`src/rtl/key_event_gen_if.sv`:
```
// Key event bundle: debounced key level in, event pulses, held flag and press count out.
`timescale 1ns/1ps
interface key_event_gen_if;
  logic       key_in;
  logic       press_pulse;
  logic       rel_pulse;
  logic       long_pulse;
  logic       rpt_pulse;
  logic       key_held;
  logic [7:0] press_cnt;

  modport master (
    output key_in,
    input  press_pulse, rel_pulse, long_pulse, rpt_pulse, key_held, press_cnt
  );
  modport slave (
    input  key_in,
    output press_pulse, rel_pulse, long_pulse, rpt_pulse, key_held, press_cnt
  );
endinterface

```
`src/rtl/key_event_gen.sv`:
```
// Turns a debounced active-low key level into press/release/long/repeat pulses,
// a held flag and a wrapping press counter. Every output is registered.
`timescale 1ns/1ps
module key_event_gen #(
  parameter int LONG_CNT   = 25_000_000,
  parameter int REPEAT_CNT = 5_000_000,
  parameter int CNT_W      = 25
) (
  input  logic           sys_clk,
  input  logic           sys_rst_n,
  key_event_gen_if.slave kif
);
  typedef enum logic [1:0] {IDLE = 2'd0, PRESS = 2'd1, LONG = 2'd2} state_t;

  localparam logic [CNT_W-1:0] LONG_LAST = CNT_W'(LONG_CNT - 1);
  localparam logic [CNT_W-1:0] RPT_LAST  = CNT_W'(REPEAT_CNT - 1);

  state_t           state, nxt_state;
  logic [CNT_W-1:0] cnt, nxt_cnt;
  logic             key_d1;
  logic [7:0]       pcnt, nxt_pcnt;
  logic             press_q, rel_q, long_q, rpt_q, held_q;
  logic             nxt_press, nxt_rel, nxt_long, nxt_rpt;

  always_ff @(posedge sys_clk or negedge sys_rst_n) begin
    if (!sys_rst_n) begin
      state   <= IDLE;
      cnt     <= '0;
      key_d1  <= 1'b0;
      pcnt    <= '0;
      press_q <= 1'b0;
      rel_q   <= 1'b0;
      long_q  <= 1'b0;
      rpt_q   <= 1'b0;
      held_q  <= 1'b0;
    end else begin
      state   <= nxt_state;
      cnt     <= nxt_cnt;
      key_d1  <= kif.key_in;
      pcnt    <= nxt_pcnt;
      press_q <= nxt_press;
      rel_q   <= nxt_rel;
      long_q  <= nxt_long;
      rpt_q   <= nxt_rpt;
      held_q  <= (nxt_state != IDLE);
    end
  end

  // Release is tested first in PRESS/LONG so it wins over long/repeat on the same edge.
  always_comb begin
    nxt_state = state;
    nxt_cnt   = cnt;
    nxt_pcnt  = pcnt;
    nxt_press = 1'b0;
    nxt_rel   = 1'b0;
    nxt_long  = 1'b0;
    nxt_rpt   = 1'b0;
    case (state)
      IDLE: begin
        if (key_d1 && !kif.key_in) begin
          nxt_state = PRESS;
          nxt_cnt   = '0;
          nxt_press = 1'b1;
          nxt_pcnt  = pcnt + 8'd1;
        end
      end
      PRESS: begin
        if (kif.key_in) begin
          nxt_rel   = 1'b1;
          nxt_state = IDLE;
          nxt_cnt   = '0;
        end else if (cnt == LONG_LAST) begin
          nxt_long  = 1'b1;
          nxt_state = LONG;
          nxt_cnt   = '0;
        end else begin
          nxt_cnt   = cnt + CNT_W'(1);
        end
      end
      LONG: begin
        if (kif.key_in) begin
          nxt_rel   = 1'b1;
          nxt_state = IDLE;
          nxt_cnt   = '0;
        end else if (cnt == RPT_LAST) begin
          nxt_rpt   = 1'b1;
          nxt_cnt   = '0;
        end else begin
          nxt_cnt   = cnt + CNT_W'(1);
        end
      end
      default: begin
        nxt_state = IDLE;
        nxt_cnt   = '0;
      end
    endcase
  end

  assign kif.press_pulse = press_q;
  assign kif.rel_pulse   = rel_q;
  assign kif.long_pulse  = long_q;
  assign kif.rpt_pulse   = rpt_q;
  assign kif.key_held    = held_q;
  assign kif.press_cnt   = pcnt;
endmodule

```
`src/flat_wrapper.sv`:
```
// flat-port wrapper written by rule: the top's interface ports become plain ports
module key_event_gen_flat 
#(
  parameter int LONG_CNT   = 25_000_000,
  parameter int REPEAT_CNT = 5_000_000,
  parameter int CNT_W      = 25
)
  (sys_clk, sys_rst_n, kif_key_in, kif_press_pulse, kif_rel_pulse, kif_long_pulse, kif_rpt_pulse, kif_key_held, kif_press_cnt);
  key_event_gen_if kif_i ();
  input  logic sys_clk;
  input  logic sys_rst_n;
  input wire logic [$bits(kif_i.key_in)-1:0] kif_key_in;
  output wire logic [$bits(kif_i.press_pulse)-1:0] kif_press_pulse;
  output wire logic [$bits(kif_i.rel_pulse)-1:0] kif_rel_pulse;
  output wire logic [$bits(kif_i.long_pulse)-1:0] kif_long_pulse;
  output wire logic [$bits(kif_i.rpt_pulse)-1:0] kif_rpt_pulse;
  output wire logic [$bits(kif_i.key_held)-1:0] kif_key_held;
  output wire logic [$bits(kif_i.press_cnt)-1:0] kif_press_cnt;
  assign kif_i.key_in = kif_key_in;
  assign kif_press_pulse = kif_i.press_pulse;
  assign kif_rel_pulse = kif_i.rel_pulse;
  assign kif_long_pulse = kif_i.long_pulse;
  assign kif_rpt_pulse = kif_i.rpt_pulse;
  assign kif_key_held = kif_i.key_held;
  assign kif_press_cnt = kif_i.press_cnt;
  key_event_gen #(.LONG_CNT(LONG_CNT), .REPEAT_CNT(REPEAT_CNT), .CNT_W(CNT_W)) u_core (.sys_clk(sys_clk), .sys_rst_n(sys_rst_n), .kif(kif_i));
endmodule
```
`config.mk`:
```
export PLATFORM = sky130hd
export DESIGN_NAME = key_event_gen_flat
export DESIGN_NICKNAME = d
export VERILOG_FILES = /design/src/rtl/key_event_gen_if.sv /design/src/rtl/key_event_gen.sv /design/src/flat_wrapper.sv
export SDC_FILE = /design/constraint.sdc
export NUM_CORES = 1
export LEC_CHECK = 0
export BUFFER_PORTS_ARGS = -buffer_cell sky130_fd_sc_hd__buf_2
export CORE_MARGIN = 2
export CORE_UTILIZATION = 45
export DETAILED_ROUTE_END_ITERATION = 10
export GPL_ROUTABILITY_DRIVEN = 0
export PLACE_DENSITY_LB_ADDON = 0.25
export SYNTH_ARGS = -nofsm -noshare
export SYNTH_HDL_FRONTEND = slang
export SYNTH_SLANG_ARGS = --single-unit
```
`constraint.sdc`:
```
create_clock -name sys_clk -period 2.54 [get_ports sys_clk]
set_input_delay 0.508 -clock sys_clk [delete_from_list [all_inputs] [get_ports sys_clk]]
set_output_delay 0.508 -clock sys_clk [all_outputs]
set_load 0.05 [all_outputs]
```
==> impl_metrics.env <==
export IMPL_io_pins=16
export IMPL_synth_top_cell_by_area="dfrtp_1"
export IMPL_viasPerCell=5.64
export IMPL_slew_headroom=0.710
export IMPL_drt_pass1_iter_count=4
export IMPL_start_kind="register"
export IMPL_cts_tree="yes"
export IMPL_ys_types=40
export IMPL_overflow=0
export IMPL_post_cts_buffers=0
export IMPL_drc=0
export IMPL_coreArea_um2=4750
export IMPL_cts_buffers=5
export IMPL_status="completed"
export IMPL_fin_nets=265
export IMPL_cts_htree_levels=2
export IMPL_hold_violations=0
export IMPL_p_per_area_nw_per_um2=727
export IMPL_wire_per_inst_um=14.1
export IMPL_synth_top_area_frac=0.460
export IMPL_crit_path_max_fanout=9
export IMPL_yosysWarningCount=0
export IMPL_syn_area_um2=2230
export IMPL_finalCritPeriodShare=0.838
export IMPL_use_met3=0.0393
export IMPL_skew_ns=0.00863
export IMPL_critPathArrivalTime_ns=2.30
export IMPL_netlist_instances=242
export IMPL_synth_area_leaders="dfrtp_1, a21oi_1, o21ai_0"
export IMPL_die_h_um=74.4
export IMPL_clockRootBuffer="clkbuf_8"
export IMPL_setup_viol=0
export IMPL_final_cell_count_no_fill=323
export IMPL_cts_buffer_depth=2
export IMPL_grt_pass1_wl_um=7980
export IMPL_p_leak_nw=1.03
export IMPL_whs_ns=0.109
export IMPL_dr_total_vias=1823
export IMPL_row_count=25
export IMPL_grt_pass1_vias=1703
export IMPL_ir_drop_mv=0.382
export IMPL_syn2layout_area_growth_pct=12.1
export IMPL_cp_end_kind="register"
export IMPL_critPathRequiredTime_ns=2.71
export IMPL_rsz0062_at_grt="false"
export IMPL_met2_usage=0.293
export IMPL_synth_most_common_cell="dfrtp_1"
export IMPL_grt_max_degree=28
export IMPL_cts_hold_buf=0
export IMPL_initial_core_util=0.469
export IMPL_worst_pin_slew_ns=0.430
export IMPL_drv_slew=0
export IMPL_nFillCells=455
export IMPL_drt_iter0_markers=103
export IMPL_grt_busiest_layer="met2"
export IMPL_layout_min_cycle_time_ns=2.13
export IMPL_path_delay_family="simple AND/OR/NAND/NOR gates"
export IMPL_worstPathCellList="or4_4 -> nor4_4 -> a311oi_2 -> buf_4 -> a21oi_4 -> o21ai_0"
export IMPL_dp_cells=316
export IMPL_routed_wl_um=4550
export IMPL_die_w_um=74.4
export IMPL_clock_fmax_mhz=470
export IMPL_slowest_stage="or4_4"
export IMPL_fp_dieArea_um2=5530
export IMPL_syn_area_per_cell_um2=9.21
export IMPL_postRouteAntennaNets=0
export IMPL_cp_buffers_inverters=1
export IMPL_grtUsageTotal=0.189
export IMPL_io_buffers=15
export IMPL_synth_seq_cells=41
export IMPL_ys_flop_type="dfrtp_1"
export IMPL_yosysSeqAreaShare=0.460
export IMPL_cts_resized=0
export IMPL_synthTopCellsByCount="dfrtp_1, a21oi_1, nand2_1"
export IMPL_antenna_found_initial=0
export IMPL_drive_gt1_frac=0.152
export IMPL_slowest_delay_ns=0.57
export IMPL_dpl_hpwl_um=3300
export IMPL_clock_latency_ns=0.29
export IMPL_use_met1=0.262
export IMPL_synth_edf_count=0
export IMPL_max_cap_violations=0
export IMPL_crit_type="reg2reg"
export IMPL_clk_pin_slew_ns=0.08
export IMPL_syn_nets=251
export IMPL_synthArstFlopShare=1.00
export IMPL_tns_ns=0
export IMPL_final_core_util=0.526
export IMPL_min_path_type="in2async"
export IMPL_clkSinkCount=41
export IMPL_num_antenna_cells=0
## final timing paths
kind	from	to	slack, ns	cells past startpoint
max in group asynchronous	sys_rst_n	u_core.cnt[6]$_DFFE_PN0P_	1.77	2
min	sys_rst_n	u_core.cnt[16]$_DFFE_PN0P_	0.11	1
min reg2reg	u_core.kif.press_cnt[7]$_DFFE_PN0P_	u_core.kif.press_cnt[7]$_DFFE_PN0P_	0.47	1
min in group sys_clk	kif_key_in	u_core.key_d1$_DFF_PN0_	0.37	1
max reg2reg	u_core.cnt[7]$_DFFE_PN0P_	u_core.cnt[9]$_DFFE_PN0P_	0.41	6
max	u_core.cnt[7]$_DFFE_PN0P_	u_core.cnt[9]$_DFFE_PN0P_	0.41	6
## power by group
group	leakage [nW]	switching, mW	internal [mW]
logic	0.419	0.389	0.146
clock network	0.0540	0.225	0.286
registers	0.558	0.0563	0.715
total	1.03	0.671	1.15
## metal layers
metal  routed length (µm)  share of wire
met5                    0              0
met3                  184          0.040
met2                 2050           0.45
met4                   51          0.011
met1                 2260           0.50
## cells in the final DEF, fill, tap and decap left out, types with 3 or more instances in the layout
| cell type | n |
|---|---|
| buf_4 | 9 |
| nor2_1 | 6 |
| a41oi_1 | 4 |
| dfrtp_1 | 41 |
| nand4_1 | 9 |
| and2_1 | 7 |
| nand2b_1 | 4 |
| ha_1 | 6 |
| clkbuf_8 | 5 |
| and4_1 | 4 |
| nand3_1 | 13 |
| xnor2_1 | 6 |
| o22ai_1 | 3 |
| xor2_1 | 5 |
| o21ai_0 | 21 |
| nor3_1 | 3 |
| inv_1 | 4 |
| nand2_1 | 25 |
| a31oi_1 | 9 |
| and3_1 | 5 |
| buf_2 | 15 |
| nor4_1 | 5 |
| a21oi_1 | 29 |
## flip-flops by register name (all words and copies together) (netlist names)
name	count
u_core.cnt	25
u_core.kif.press_cnt	8
u_core.state	2
u_core.key_d1	1
u_core.kif.key_held	1
u_core.kif.long_pulse	1
u_core.kif.press_pulse	1
u_core.kif.rel_pulse	1
u_core.kif.rpt_pulse	1
## cell families after synthesis
kind of cell,synth area share
AOI/OAI and AO/OA,0.183
xor gates and xnor gates,0.0432
adders and majority gates,0.0337
buffers and inverters,0.0365
DFF,0.460
muxes,0.00505
and+or+nand+nor,0.238
## layout make-up
class	instances	area, µm²	share of cell area
clock buffers	5	68.8	0.0275
inverters	4	15.0	0.00601
flip-flops and latches	41	1030	0.411
multi-input cells	180	1130	0.451
repair buffers	24	143	0.0571
well taps	67	83.8	0.0336
clock inverters	2	35.0	0.0140
## worst register-to-register path, stage by stage, from the launching register on
cell	delay, ns
dfrtp_1	0.43
or4_4	0.57
nor4_4	0.35
a311oi_2	0.16
buf_4	0.20
a21oi_4	0.19
o21ai_0	0.11
## per-stage QoR
step	worst slack (ns)	area, µm²	total power, mW
after floorplan	0.560	2230	1.18
after global placement	0.458	2390	1.31
after detailed placement	0.410	2390	1.32
after CTS	0.407	2500	1.84
after global routing	0.237	2500	1.92
final	0.411	2500	1.82
No activity file was read; power rests on OpenSTA's default activity.
